[config.mk]
export PLATFORM = sky130hd
export DESIGN_NAME = score_counter_bank
export DESIGN_NICKNAME = d
export VERILOG_FILES = /design/src/rtl/score_counter_bank.sv
export SDC_FILE = /design/constraint.sdc
export NUM_CORES = 1
export LEC_CHECK = 0
export CORE_MARGIN = 2
export CORE_UTILIZATION = 40
export CTS_CLUSTER_SIZE = 16
export DETAILED_ROUTE_END_ITERATION = 16
export SYNTH_ARGS = -nofsm -noshare
export SYNTH_HDL_FRONTEND = slang
export SYNTH_SLANG_ARGS = --single-unit
[constraint.sdc]
create_clock -name clk -period 5.8 [get_ports clk]
set_input_delay 0.87 -clock clk [delete_from_list [all_inputs] [get_ports clk]]
set_output_delay 0.87 -clock clk [all_outputs]
set_load 0.005 [all_outputs]
[src/rtl/score_counter_bank.sv]
// Multi-digit BCD score counter with wrap/saturate, best-score capture and
// active-low 7-segment outputs with optional leading-zero blanking.

module bcd_seg7 (
    input  logic [3:0] digit_i,
    input  logic       blank_i,
    output logic [6:0] seg_o
);
    always_comb begin
        seg_o = 7'b1111111;
        if (!blank_i) begin
            case (digit_i)
                4'd0: seg_o = 7'b1000000;
                4'd1: seg_o = 7'b1111001;
                4'd2: seg_o = 7'b0100100;
                4'd3: seg_o = 7'b0110000;
                4'd4: seg_o = 7'b0011001;
                4'd5: seg_o = 7'b0010010;
                4'd6: seg_o = 7'b0000010;
                4'd7: seg_o = 7'b1111000;
                4'd8: seg_o = 7'b0000000;
                4'd9: seg_o = 7'b0010000;
                default: seg_o = 7'b1111111;
            endcase
        end
    end
endmodule

module score_counter_bank #(
    parameter int NUM_DIGITS    = 3,
    parameter int SATURATE      = 0,
    parameter int BLANK_LEADING = 1
) (
    input  logic                    clk,
    input  logic                    reset,
    input  logic                    ongoing,
    input  logic                    inc,
    input  logic                    dec,
    input  logic                    show_best,
    output logic [7*NUM_DIGITS-1:0] HEX,
    output logic [4*NUM_DIGITS-1:0] score_bcd,
    output logic [4*NUM_DIGITS-1:0] best_bcd,
    output logic                    overflow,
    output logic                    underflow
);
    logic [NUM_DIGITS-1:0][3:0] score_q, score_d;
    logic [NUM_DIGITS-1:0][3:0] best_q, best_d;
    logic                       ongoing_q;
    logic                       ovf_q, ovf_d, unf_q, unf_d;

    logic [NUM_DIGITS-1:0][3:0] inc_val, dec_val, sel;
    logic                       at_max, at_min;
    logic [NUM_DIGITS-1:0]      blank;
    logic [NUM_DIGITS-1:0][6:0] hex_w;

    // Ripple carry/borrow: a digit changes only while every lower digit rolled over.
    always_comb begin
        logic carry, borrow;
        carry  = 1'b1;
        borrow = 1'b1;
        for (int i = 0; i < NUM_DIGITS; i++) begin
            inc_val[i] = score_q[i];
            dec_val[i] = score_q[i];
            if (carry) begin
                if (score_q[i] == 4'd9) inc_val[i] = 4'd0;
                else begin
                    inc_val[i] = score_q[i] + 4'd1;
                    carry      = 1'b0;
                end
            end
            if (borrow) begin
                if (score_q[i] == 4'd0) dec_val[i] = 4'd9;
                else begin
                    dec_val[i] = score_q[i] - 4'd1;
                    borrow     = 1'b0;
                end
            end
        end
        at_max = carry;
        at_min = borrow;
    end

    always_comb begin
        score_d = score_q;
        ovf_d   = 1'b0;
        unf_d   = 1'b0;
        if (!ongoing) begin
            score_d = '0;
        end else if (inc && !dec) begin
            ovf_d = at_max;
            if (!(at_max && SATURATE != 0)) score_d = inc_val;
        end else if (dec && !inc) begin
            unf_d = at_min;
            if (!(at_min && SATURATE != 0)) score_d = dec_val;
        end
    end

    // Packed BCD digits order the same as the decimal value, so a vector compare suffices.
    always_comb begin
        best_d = best_q;
        if (ongoing_q && !ongoing && (score_q > best_q)) best_d = score_q;
    end

    always_ff @(posedge clk) begin
        if (reset) begin
            score_q   <= '0;
            best_q    <= '0;
            ongoing_q <= 1'b0;
            ovf_q     <= 1'b0;
            unf_q     <= 1'b0;
        end else begin
            score_q   <= score_d;
            best_q    <= best_d;
            ongoing_q <= ongoing;
            ovf_q     <= ovf_d;
            unf_q     <= unf_d;
        end
    end

    assign sel = show_best ? best_q : score_q;

    always_comb begin
        logic z;
        z = 1'b1;
        for (int i = NUM_DIGITS - 1; i >= 0; i--) begin
            z        = z && (sel[i] == 4'd0);
            blank[i] = (BLANK_LEADING != 0) && (i != 0) && z;
        end
    end

    for (genvar g = 0; g < NUM_DIGITS; g++) begin : g_digit
        bcd_seg7 u_seg (
            .digit_i (sel[g]),
            .blank_i (blank[g]),
            .seg_o   (hex_w[g])
        );
    end

    assign HEX       = hex_w;
    assign score_bcd = score_q;
    assign best_bcd  = best_q;
    assign overflow  = ovf_q;
    assign underflow = unf_q;
endmodule

Yosys cells after proc, flatten, opt, wreduce, memory -nomap -nowiden
Memory sizes are Yosys's and may differ from the RTL's.
Cells that the tools add are included.

storage, ports and cells
  word-level logic and storage cells = 73
  memories kept = 3
  bits in read-only memories = 336
  input port bits = 6
  flip-flop bits (word level) = 27

memory list
  memory            depth  width  rd ports  clocked after memory_dff  write ports  line  text
  (name not given)  16     7      1         0                         0            12    case (digit_i)
  (name not given)  16     7      1         0                         0            12
  (name not given)  16     7      1         0                         0            12

operators by class
  bitwise logic cells = 5
  magnitude comparators = 1
  reductions and logical operators = 21
  mux-type cells = 23
  $add $sub $neg = 6
  equality and inequality tests = 5

operators by type and width
  cell                   count
  $mux W4                10
  $mux W12               3
  $logic_not A4 Y1       5
  $mux W7                2
  $add A4 B1 Y4 const B  3
  $eq A4 B4 Y1 const B   3
  $gt A12 B12 Y1         1
  $sub A4 B1 Y4 const B  3
  $mux W1                8
  $reduce_and A3 Y1      2
  $reduce_bool A2 Y1     3
  $logic_and A1 B1 Y1    5
  $not A1 Y1             5
  $reduce_or A5 Y1       1
  $ne A2 B2 Y1 const B   2
  $reduce_or A4 Y1       1
  $logic_not A1 Y1       3
  $reduce_or A2 Y1       1

Longest topological paths before layout
Gate-level depths: netlist of the first run.

  depth in word-level cells = 6
  mapped depth = 8
  depth with buffers taken out = 7

Hierarchy
Synthesis of the first run repeated with hierarchy kept, for this count alone.

second synthesis, totals
  cells, all modules = 388
  area total of the unflattened synthesis = 2,969.1 um^2

by module, submodules not included
  module                           area an instance (um^2)  cells an instance  instances  seq. area each (um^2)
  score_counter_bank               2,227.1                  285                1          540.5
  bcd_seg7 (g_digit[0].u_seg ...)  252.7                    35                 2          0.0
  bcd_seg7 (g_digit[2].u_seg)      236.5                    33                 1          0.0

Worst setup path after synthesis of the first run
No wires, ideal clock.

  path kind = input to output
  from = input show_best
  to = output HEX[11]
  stages = 8
  slack = 2.377 ns
  data arrival time = 2.553 ns
  data required time = 4.930 ns
  path through = clkbuf_1 -> mux2_2 -> inv_1 -> ha_1 -> o211a_1 -> nor3_1 -> a21oi_1 -> a2bb2oi_1

between the ends
  word-level cells in the longest chain between the ends = 4
  elaborated cells between the ends (all ways) = 6

ends and longest elaborated chain
  what                                                    line  text
  from (decl)                                             39    input logic show_best,
  $mux W12 (*)                                            120   assign sel = show_best ? best_q : score_q;
  branches (longest 2 deep; another with $mem_v2 Z16 W7)  --
  $mux W7 (*)                                             11    if (!blank_i) begin
  to (decl)                                               40    output logic [7*NUM_DIGITS-1:0] HEX,

Mark *: on every way between the ends.

Final worst setup path of the first run
  from = input show_best
  to = output HEX[7]

The elaborated chain is that of the path after synthesis.

==> results.ini, run 1 <==
[worst_hold_path]
hold_class = register to register
min_path_cells = 2

[place]
placed_cells = 449
place.port_buffers = 52
place_hpwl_um = 4780
gp_congestion = 0.788
postPlaceCellArea_um2 = 3150

[timing]
hold_viol_final = 0
rsz0062_at_grt = false
hold_slack_ns = 0.582
period_share_pct = 76.5
setup_tns_ns = 0
fin_crit_ns = 4.44
drv_slew = 0
relSlewSlack_pct = 38.5
clock.fmax_mhz = 225
tightest_slew_ns = 0.923
setup_viol = 0
finalClockSkew_ns = 0.00960

[critical_path]
start_kind = primary input
slowest_delay_ns = 0.52
ff2ff_path_depth = 7
required_ns = 4.93
worstPathArrival_ns = 3.57
crit_path_cell_trace = clkdlybuf4s50_1 -> buf_4 -> mux2_2 -> inv_1 -> ha_1 -> o211a_1 -> a21oi_1 -> a21o_1 -> o21ai_0 -> clkdlybuf4s50_1
crit_type = primary input to output pin
crit_top_cell = clkdlybuf4s50_1
critPathSlowestCell = clkdlybuf4s50_1
critPathCaptureType = output pin
crit_fanout = 20

[route]
drc_errors = 0
viasPerCell = 5.86
drt_iter0_markers = 126
wl_per_cell_um = 14.9
wirelength_um = 6750
wl_met3_um = 262
final_antenna_net_count = 0
route.met2.wl_um = 2990
dr.max_layer_used = met4
drtPass1Iterations = 4
drt-met1-wl_um = 3410
via_count = 2656

[clock_network]
clock_path_buffers = 2
insertion_delay_ns = 0.29
path_clk_slew_ns = 0.10
post-cts-setup-buffers = 0
clock_sinks = 27
cts_hold_buf = 0
cts_tree = yes
ctsRootBufferMaster = clkbuf_8
htree_levels = 1
post_cts_resize_count = 0
cts_made_buffers = 3

[layout]
drive_gt1_share_pct = 5.32
antennaDiodeCount = 0
num-fill-cells = 635
multiInputGateArea_um2 = 1860
ff_latch_area_um2 = 541
syn_to_final_growth_pct = 23.1
post-route-cell-area_um2 = 3200
fin_cells = 453
fin_nets = 412

[synth]
netlist_instances = 341
async_flop_share_pct = 0
avgSynthCellArea_um2 = 7.64
yosysTopAreaCellShare_pct = 20.8
synth_cell_types = 50
ys_seq_area_share_pct = 20.8
yosysWarnings = 0
syn_nets = 376
ys.flop_type = dfxtp_1
synth_area_leaders = dfxtp_1 (21%), ha_1 (14%), a21oi_1 (4.8%), inv_1 (4.0%), o2111ai_1 (4.0%)
syn_area_um2 = 2600
synth_common_cells = ha_1 (29), inv_1 (28), dfxtp_1 (27)
synth.largest_area_cell = dfxtp_1
yosys.cell_count.top_type = ha_1
synth_edf_count = 0
synth-seq-cells = 27

[floorplan]
fp-row-count = 29
dieWidth_um = 84.7
ios = 53
die_h_um = 84.7
initial_utilization_pct = 41.2
core-area_um2 = 6310
die-area_um2 = 7170

[global_route]
antenna_found_initial = 0
grt_pass1_wl_um = 11200
grt_usage_pct = 18.7
grt_pass1_vias = 2343
gr-total-overflow = 0
grt_start_max_net_pins = 26

[power_and_ir_drop]
design_power_total_uw = 504
p_per_area_nw_per_um2 = 157
peakVddDrop_uv = 111
p_leak_nw = 1.21

[flow_run]
max_cap_violations = 0

[status]
status = finished, final reports clean

-- worst max-delay path, delay by kind of cell --
kind | cells | cell delay [ns]
buffers and inverters | 4 | 1.36
AO/OA/AOI/OAI | 4 | 0.60
multiplexers | 1 | 0.43
adder cells (fa/ha/maj) | 1 | 0.29
-- per-stage QoR --
stage | util [%] | setup slack [ns]
3_5_place_dp | 50.0 | 1.39
4_1_cts | 50.8 | 1.37
6_report | 50.8 | 1.36
5_1_grt | 50.8 | 1.22
2_1_floorplan | - | 2.38
3_3_place_gp | 50.0 | 1.42
-- final timing paths --
check | slack [ns] | endpoint | startpoint
max | 1.36 | HEX[7] | show_best
min | 0.58 | best_bcd[2]$_SDFFE_PP0P_ | best_bcd[2]$_SDFFE_PP0P_
max reg2reg | 2.88 | best_bcd[0]$_SDFFE_PP0P_ | score_bcd[7]$_SDFFE_PP0P_
min reg2reg | 0.58 | best_bcd[2]$_SDFFE_PP0P_ | best_bcd[2]$_SDFFE_PP0P_
-- sequential cells by signal, indices dropped and copies added (netlist names) --
| register | flops |
|---|---|
| best_bcd | 12 |
| score_bcd | 12 |
| ongoing_q | 1 |
| overflow | 1 |
| underflow | 1 |
-- cells in the final DEF (no fill, tap or decap), drive strengths merged, types with 14 or more instances in the layout --
| master | instances |
|---|---|
| nand3 | 14 |
| nor2 | 25 |
| nand4 | 14 |
| a21oi | 26 |
| nand2 | 20 |
| inv | 29 |
| dfxtp | 27 |
| ha | 29 |
| o21ai | 15 |
| clkdlybuf4s50 | 52 |
-- layer usage --
metal	vias to the layer above	global-route usage [%]
met5	-	0
met2	62	29.2
met3	6	2.65
met1	1235	27.1
li1	1353	-
met4	0	4.91
-- final cells by class --
type	instances	share of cell area (%)
clock buffers	3	1.29
clock inverters	1	0.273
inverters	29	3.40
multi-input cells	260	58.0
flip-flops and latches	27	16.9
well taps	77	3.01
repair buffers	56	17.2
-- where the power goes --
group / switching (mW) / leakage, nW / internal (mW)
registers: 0.0115 / 0.218 / 0.190
clock network: 0.0706 / 0.0261 / 0.0507
logic: 0.101 / 0.962 / 0.0801
-- logic make-up after synthesis --
family / synth area share, %
simple gates: 20.4
compound gates: 27.3
buf+inv: 7.88
fa+ha+maj: 13.9
flops: 20.8
mux: 7.30
xor+xnor: 2.35
No activity file was read; power rests on OpenSTA's default activity.
==> run 2: changes to the inputs <==
--- a/config.mk
+++ b/config.mk
@@ -9,6 +9,7 @@
 export CORE_UTILIZATION = 40
 export CTS_CLUSTER_SIZE = 16
 export DETAILED_ROUTE_END_ITERATION = 16
+export PLACE_DENSITY = 0.67
 export SYNTH_ARGS = -nofsm -noshare
 export SYNTH_HDL_FRONTEND = slang
 export SYNTH_SLANG_ARGS = --single-unit
==> constraint.sdc (replaced) <==
create_clock -name clk -period 3.9 [get_ports clk]
set_input_delay 0.585 -clock clk [delete_from_list [all_inputs] [get_ports clk]]
set_output_delay 0.585 -clock clk [all_outputs]
set_load 0.005 [all_outputs]
==> run 2 against run 1 <==
Sequential share of layout area shrank 0.28 points. Global-route usage increased by 0.73 points. Hold slack lost 0.0097 ns. Core utilization increased by 0.87 points. Power up 48%. Routed wire length rose by 5.3%. Non-clock buffer count grew 8. Clock power rose by 39%. First-iteration DRC count increased by 87%. Via count increased by 4.8%. Clock skew decreased by 0.0060 ns. Critical endpoint unchanged. Largest power group unchanged.
==> results.ini, run 2 (synthesis gave the netlist of run 1 again) <==
[layout]
final_cell_mix = clkdlybuf4s50_1 (52), ha_1 (29), inv_1 (28)
drive_gt1_share_pct = 7.03  ; +1.7 points
antennaDiodeCount = 0  ; unchanged
final_common_cell = clkdlybuf4s50_1
syn_to_final_growth_pct = 25.2
fin_cells = 461  ; +1.8%
fin_nets = 420  ; +1.9%

[route]
drt_iter0_markers = 235  ; +87%
viasPerCell = 6.04  ; +3.0%
drtPass1Iterations = 5  ; +1
route.met2.wl_um = 3310  ; +11%
wl_met3_um = 394  ; +50%
drc_errors = 0  ; unchanged
wl_per_cell_um = 15.4  ; +3.5%
drt-met1-wl_um = 3270  ; -4.0%
wirelength_um = 7100  ; +5.3%
dr.max_layer_used = met4
via_count = 2784  ; +4.8%
final_antenna_net_count = 0  ; unchanged

[timing]
hold_viol_final = 0  ; unchanged
clock.fmax_mhz = 282
fin_crit_ns = 3.54
drv_slew = 0  ; unchanged
rsz0062_at_grt = false
finalClockSkew_ns = 0.00360  ; -0.00600 ns
tightest_slew_ns = 0.862  ; -0.0607 ns
period_share_pct = 90.9
setup_tns_ns = 0  ; unchanged
relSlewSlack_pct = 42.4  ; +3.9 points
setup_viol = 0  ; unchanged

[global_route]
gr-total-overflow = 0  ; unchanged
grt_pass1_vias = 2469  ; +5.4%
grt_usage_pct = 19.5  ; +0.73 points
grt_start_max_net_pins = 26  ; unchanged
antenna_found_initial = 0  ; unchanged
grt_pass1_wl_um = 11800  ; +4.5%

[power_and_ir_drop]
p_leak_nw = 1.24  ; +2.7%
p_per_area_nw_per_um2 = 229  ; +46%
design_power_total_uw = 746  ; +48%
peakVddDrop_uv = 134  ; +21%

[clock_network]
cts_tree = yes
insertion_delay_ns = 0.28  ; about the same
ctsRootBufferMaster = clkbuf_8
cts_made_buffers = 3  ; unchanged
htree_levels = 1  ; unchanged
post-cts-setup-buffers = 0  ; unchanged
clock_sinks = 27  ; unchanged
post_cts_resize_count = 0  ; unchanged
cts_hold_buf = 0  ; unchanged
path_clk_slew_ns = 0.10  ; about the same
clock_path_buffers = 2  ; unchanged

[floorplan]
die_h_um = 84.7  ; unchanged
die-area_um2 = 7170  ; unchanged
core-area_um2 = 6310  ; unchanged
initial_utilization_pct = 41.2  ; unchanged
ios = 53  ; unchanged
fp-row-count = 29  ; unchanged
dieWidth_um = 84.7  ; unchanged

[place]
place_hpwl_um = 5230  ; +9.5%
place.port_buffers = 52  ; unchanged
gp_congestion = 0.871  ; +11%
placed_cells = 457  ; +1.8%

[critical_path]
crit_path_cell_trace = clkdlybuf4s50_1 -> mux2_2 -> inv_1 -> ha_1 -> o211a_1 -> a21oi_1 -> a21o_1 -> o21ai_0 -> clkdlybuf4s50_1
start_kind = primary input
crit_buf_inv = 3  ; -1
required_ns = 3.31  ; -1.62 ns
crit_type = primary input to output pin
critPathSlowestCell = clkdlybuf4s50_1
path_delay_family = buffers and inverters
crit_top_cell = clkdlybuf4s50_1
worstPathArrival_ns = 2.96  ; -0.61 ns
crit_fanout = 5  ; -75%
critPathCaptureType = output pin
slowest_delay_ns = 0.58  ; +0.06 ns

[status]
status = finished, final reports clean

[flow_run]
max_cap_violations = 0  ; unchanged

[worst_hold_path]
hold_class = register to register

-- run 2: routing by layer --
metal  track usage, %  up-vias
met2             32.4      111
met5                0        -
met4             6.20        0
li1                 -     1366
met3             1.47       11
met1             26.7     1296
-- run 2: area by class of cell --
type,count,area (um2)
tap,77,96.3
clock buffer,4,45.0
fill,635,3050
sequential,27,541
inverter,29,109
multi-input combinational,260,1860
timing repair buffer,64,611
-- run 2: path summary, 6_finish.rpt --
path	from	endpoint	slack [ns]	cells after the start
max	show_best	HEX[7]	0.36	9
min	best_bcd[2]$_SDFFE_PP0P_	best_bcd[2]$_SDFFE_PP0P_	0.57	2
max reg2reg	score_bcd[5]$_SDFFE_PP0P_	best_bcd[6]$_SDFFE_PP0P_	1.17	7
min reg2reg	best_bcd[2]$_SDFFE_PP0P_	best_bcd[2]$_SDFFE_PP0P_	0.57	2
-- run 2: worst reg2reg max path, cell delays in order, from the launching register on --
cell and delay, ns:
dfxtp_1 0.60, ha_1 0.31, and3_1 0.16, a221o_1 0.37
a221oi_1 0.72, buf_4 0.26, nand4_1 0.09, o311ai_0 0.12
-- run 2: stage by stage --
step	utilization [%]	worst slack, ns	hold WS, ns	cell area, um2
CTS	51.6	0.358	0.582	3260
detailed placement	50.9	0.360	0.555	3210
finish	51.6	0.355	0.573	3260
floorplan	-	1.05	0.534	2600
global route	51.6	0.191	0.628	3260
global placement	50.9	0.385	0.551	3210
-- run 2: report_power, final --
group	leakage [nW]	total, mW	internal (mW)	switching (mW)
Combinational	0.998	0.278	0.125	0.153
Clock	0.0228	0.168	0.0735	0.0945
Sequential	0.218	0.301	0.282	0.0185
